[config.mk]
export PLATFORM = sky130hd
export DESIGN_NAME = regwrite_queue
export DESIGN_NICKNAME = d
export VERILOG_FILES = /design/src/rtl/regwrite_queue.sv
export SDC_FILE = /design/constraint.sdc
export NUM_CORES = 1
export LEC_CHECK = 0
export ABC_AREA = 0
export CAP_MARGIN = 25
export CORE_ASPECT_RATIO = 1.4
export CORE_MARGIN = 5
export CORE_UTILIZATION = 45
export CTS_BUF_LIST = sky130_fd_sc_hd__clkbuf_8
export DETAILED_ROUTE_END_ITERATION = 8
export DONT_BUFFER_PORTS = 1
export GPL_TIMING_DRIVEN = 0
export HOLD_SLACK_MARGIN = 0.06
export PLACE_DENSITY_LB_ADDON = 0.25
export SYNTH_ARGS = -nofsm -noshare
export SYNTH_HDL_FRONTEND = slang
export SYNTH_SLANG_ARGS = --single-unit
export TNS_END_PERCENT = 50
[constraint.sdc]
create_clock -name Clk -period 2.2 [get_ports Clk]
set_input_delay 0.22 -clock Clk [delete_from_list [all_inputs] [get_ports Clk]]
set_output_delay 0.22 -clock Clk [all_outputs]
set_load 0.1 [all_outputs]
[src/rtl/regwrite_queue.sv]
// ---------------------------------------------------------------------------
// regwrite_queue
//
// Write-back buffer placed directly in front of the 32x32 register file write
// port. Register-write requests arrive over a valid/ready handshake and are
// held in a small in-order circular FIFO. At most one entry per clock drains
// into the register file through WriteRegister/WriteData/RegWrite. Requests
// targeting register 0 complete the handshake but are dropped, because that
// register is hard-wired to zero.
//
// Optional feature (macro WBQ_BYPASS_EN):
//   defined   : both lookup ports are compared against every pending entry.
//               The youngest match is forwarded so operand fetch never sees
//               stale register contents.
//   undefined : no compare logic. The Fwd* outputs are tied to zero, and
//               operand fetch has to wait for Empty before it reads.
//
// Parameters
//   DEPTH  number of queue entries (power of two, >= 2)
//   WIDTH  data width
//   ADDRW  register address width
//
// Ports
//   Clk                  clock, all state changes on the rising edge
//   Reset                synchronous, active-high reset
//   InValid / InReady    request handshake (InReady = not full)
//   InRegister / InData  request destination and data
//   DrainHold            suppresses draining while high
//   WriteRegister        to regfile: head entry address (0 when empty)
//   WriteData            to regfile: head entry data (0 when empty)
//   RegWrite             to regfile: write enable
//   LookupRegister1/2    operand-fetch read addresses
//   Fwd1Hit / Fwd2Hit    a pending entry matches the lookup address
//   Fwd1Data / Fwd2Data  forwarded data (0 on a miss)
//   Count                number of stored entries
//   Empty                Count == 0
// ---------------------------------------------------------------------------
module regwrite_queue #(
  parameter int DEPTH = 4,
  parameter int WIDTH = 32,
  parameter int ADDRW = 5
) (
  input  logic                     Clk,
  input  logic                     Reset,
  input  logic                     InValid,
  output logic                     InReady,
  input  logic [ADDRW-1:0]         InRegister,
  input  logic [WIDTH-1:0]         InData,
  input  logic                     DrainHold,
  output logic [ADDRW-1:0]         WriteRegister,
  output logic [WIDTH-1:0]         WriteData,
  output logic                     RegWrite,
  input  logic [ADDRW-1:0]         LookupRegister1,
  input  logic [ADDRW-1:0]         LookupRegister2,
  output logic                     Fwd1Hit,
  output logic                     Fwd2Hit,
  output logic [WIDTH-1:0]         Fwd1Data,
  output logic [WIDTH-1:0]         Fwd2Data,
  output logic [$clog2(DEPTH):0]   Count,
  output logic                     Empty
);

  localparam int PW = $clog2(DEPTH);
  localparam logic [PW:0] FULL_COUNT = (PW+1)'(DEPTH);

  // Entry storage. It is never reset: only the slots covered by
  // [rd_ptr, rd_ptr+count_q) hold meaningful data.
  logic [ADDRW-1:0] mem_reg [DEPTH];
  logic [WIDTH-1:0] mem_dat [DEPTH];

  logic [PW-1:0] rd_ptr;
  logic [PW-1:0] wr_ptr;
  logic [PW:0]   count_q;

  logic accept;
  logic store;
  logic pop;

  // There is no pass-through when full, even if the head pops on the same
  // edge. This keeps InReady a pure function of registered state.
  assign Empty   = (count_q == '0);
  assign InReady = (count_q != FULL_COUNT);
  assign Count   = count_q;

  assign accept = InValid & InReady;
  // Register 0 writes finish the handshake but never occupy a slot.
  assign store  = accept & (InRegister != '0);

  // RegWrite is also gated by Reset. An entry that is being discarded by a
  // reset therefore never reaches the register file on that same edge.
  assign RegWrite = !Empty & !DrainHold & !Reset;
  assign pop      = RegWrite;

  assign WriteRegister = Empty ? '0 : mem_reg[rd_ptr];
  assign WriteData     = Empty ? '0 : mem_dat[rd_ptr];

  always_ff @(posedge Clk) begin
    if (Reset) begin
      rd_ptr  <= '0;
      wr_ptr  <= '0;
      count_q <= '0;
    end else begin
      if (store) wr_ptr <= wr_ptr + 1'b1;
      if (pop)   rd_ptr <= rd_ptr + 1'b1;
      case ({store, pop})
        2'b10:   count_q <= count_q + 1'b1;
        2'b01:   count_q <= count_q - 1'b1;
        default: count_q <= count_q;
      endcase
    end
  end

  always_ff @(posedge Clk) begin
    if (store) begin
      mem_reg[wr_ptr] <= InRegister;
      mem_dat[wr_ptr] <= InData;
    end
  end

`ifdef WBQ_BYPASS_EN
  // The scan walks from the oldest entry to the youngest, so a later match
  // overwrites an earlier one and the youngest pending write wins. A request
  // that is still being accepted is not yet in storage, so a lookup cannot
  // see it until the following cycle.
  logic [PW:0]   fwd_off;
  logic [PW-1:0] fwd_idx;

  always_comb begin
    Fwd1Hit  = 1'b0;
    Fwd2Hit  = 1'b0;
    Fwd1Data = '0;
    Fwd2Data = '0;
    fwd_off  = '0;
    fwd_idx  = '0;
    for (int i = 0; i < DEPTH; i++) begin
      fwd_off = (PW+1)'(i);
      fwd_idx = rd_ptr + fwd_off[PW-1:0];
      if (fwd_off < count_q) begin
        if ((LookupRegister1 != '0) && (mem_reg[fwd_idx] == LookupRegister1)) begin
          Fwd1Hit  = 1'b1;
          Fwd1Data = mem_dat[fwd_idx];
        end
        if ((LookupRegister2 != '0) && (mem_reg[fwd_idx] == LookupRegister2)) begin
          Fwd2Hit  = 1'b1;
          Fwd2Data = mem_dat[fwd_idx];
        end
      end
    end
  end
`else
  // The ports are kept so that integration stays the same in both builds.
  // The lookup addresses are intentionally left unused here.
  logic unused_lookup;
  assign unused_lookup = ^{LookupRegister1, LookupRegister2};

  assign Fwd1Hit  = 1'b0;
  assign Fwd2Hit  = 1'b0;
  assign Fwd1Data = '0;
  assign Fwd2Data = '0;
`endif

endmodule

==> impl_metrics.ini <==
[detailed_routing]
routed_wl_um = 12900
dr.pass1.iters = 4
routedWlPerCell_um = 18.1
ant_nets = 0
drcViolationCount = 0
drtIter0Drc = 117
vias = 3313
vias_per_cell = 4.65

[cts]
cts_max_level = 4
clock_latency_ns = 0.44
cts_sinks = 157
cts_buffers = 17
clk_pin_slew_ns = 0.08
root_buffer = clkbuf_8
cts_tree = done
clk_path_buf_depth = 2

[worst_setup_path]
critical-path-top-delay-family = simple AND/OR/NAND/NOR gates
crit_buf_inv = 2
cpPeakStageDelay_ns = 0.60
cp.arrival_ns = 2.94
crit_path_frequent_cell = inv_2
cp_max_fo = 5
cp_slowest_cell = or3b_4
cp-end-kind = register
crit_chain = or3b_4 -> o211a_4 -> inv_2 -> ha_4 -> inv_2 -> fa_2 -> xor2_1 -> or3_1 -> a21oi_1
crit_required_ns = 2.56
path_class = register to register
critPathLaunchType = register

[synth]
syn_inst = 355
synthTopCellsByArea = edfxtp_1 (68%), mux4_2 (13%), buf_4 (8.0%)
ys_seq_area_share_pct = 70.3
synth_area_um2 = 6580
synth_top_cell_by_area = edfxtp_1
synthDistinctLibCells = 26
yosysTopAreaCellShare_pct = 67.6
synth_seq_cells = 157
synth_warnings = 0
syn_area_per_cell_um2 = 18.5

[sta]
rsz0062_at_grt = yes
timing.final.crit_share_pct = 118
worst_pin_slew_ns = 0.630
fin_crit_ns = 2.59
max_freq_mhz = 387
max-slew-margin-rel_pct = 57.9
setup_violations = 61
setup_slack_ns = -0.386
skew_ns = 0.0117
holdWs_ns = 0.173
hold_viol_final = 0
slew_viol_final = 0

[floorplan]
rows = 52
fp.dieW_um = 112
io_pins = 160
dieArea_um2 = 17200
chipHeight_um = 153
core-area_um2 = 14400
start_util_pct = 45.5

[flow_run]
drv_cap = 0

[cells_and_area]
num_antenna_cells = 0
syn_to_final_growth_pct = 35.3
layout_commonest_cell = edfxtp_1
multiInputGateArea_um2 = 1930
final_nets = 569
register_area_um2 = 4640
layout_common_cells = edfxtp_1 (148), buf_4 (73), conb_1 (66), dlygate4sd3_1 (39)
drive_above_1_share_pct = 44.5
largest_reg_flops = 128
fin_area_um2 = 8900
fillers = 1071
fin_util_pct = 61.6

[global_routing]
antenna_found_initial = 0
grt_pass1_wl_um = 19900
track_usage_pct = 15.4
first_global_vias = 3497
grt_overflow = 0
grt_max_degree = 27

[pwr]
leakagePower_nw = 3.34
ir_drop_mv = 0.894
power_per_cell_area_nw_per_um2 = 1220
total_power_mw = 10.9

[hold_path]
hp-class = primary input to register

[run_status]
violations = negative setup slack
outcome = complete, but fails checks

[placed_design]
hpwl_um = 7870
io_buffers = 0
placed_area_um2 = 7410
gpl.final_weighted_congestion = 0.709
metal layers:
metal | vias to the layer above | track usage (%) | share of wire, %
li1 | 1528 | - | -
met1 | 1664 | 17.9 | 37
met2 | 112 | 27.3 | 55
met3 | 9 | 4.63 | 7.3
met4 | 0 | 5.15 | 0.95
met5 | - | 0 | 0
what timing repair did:
action / 4_1_cts / 5_1_grt
endpoints found under the setup margin: 189 / 65
gates resized for setup: 79 / 28
pin swaps: 7 / 3
gates cloned: 2 / 0
hold buffers: 39 / 0
setup buffers: 19 / 6
hold endpoints to repair: 153 / 0
kinds of logic (layout without fill, tap and decap cells):
kind of cell | Yosys count | in the layout | share of synthesized area (%)
compound gates | 9 | 9 | 0.913
xor+xnor | 2 | 2 | 0.266
fa+ha+maj | 6 | 6 | 1.26
buf+inv | 86 | 190 | 8.96
flops | 157 | 157 | 70.3
mux | 39 | 39 | 13.0
other cells | 1 | 66 | 0.0570
simple gates | 55 | 55 | 5.21
report_power, final:
| part | leakage [nW] | switching, mW | internal [mW] |
|---|---|---|---|
| logic | 1.71 | 3.42 | 1.63 |
| clock network | 0.201 | 1.05 | 1.12 |
| registers | 1.43 | 0.161 | 3.48 |
final timing paths:
check	cells past startpoint	slack, ns	startpoint	end
setup / recovery	9	-0.39	Count[2]	Count[2]
hold / removal	2	0.17	Reset	Count[0]
setup reg to reg	9	-0.39	Count[2]	Count[2]
hold reg to reg	2	0.53	rd_ptr[1]	rd_ptr[1]
Yosys cell counts:
cell      count
edfxtp_1    148
buf_4        70
mux4_2       37
nor2b_1      37
dfxtp_1       9
inv_1         7
clkbuf_1      6
a21oi_1       5
ha_1          5
nor2_1        5
and2_2        4
buf_2         3
nand2b_1      2
nor3_1        2
o21ai_0       2
or3_1         2
xor2_1        2
conb_1        1
fa_1          1
mux2_4        1
mux2i_1       1
o211a_4       1
o31ai_1       1
or3b_2        1
or4_1         1
or4_4         1
final cells by class:
cell class              instances  area share, %
clock inverters                14           1.90
inverters                       7          0.295
repair buffers                 73           10.8
flip-flops and latches        157           52.1
multi-input cells             177           21.7
well taps                     189           2.66
plain buffers                  79           7.91
clock buffers                  17           2.63
stage by stage:
| step | cells | setup slack, ns | setup TNS, ns |
|---|---|---|---|
| floorplan | 420 | -0.774 | -27.40 |
| global placement | 609 | -0.879 | -97.44 |
| detailed placement | 616 | -0.921 | -51.56 |
| CTS | 707 | -0.822 | -15.96 |
| global route | 713 | -0.464 | -14.00 |
| finish | 713 | -0.386 | -9.49 |
Power figures use the tool's default switching activity.
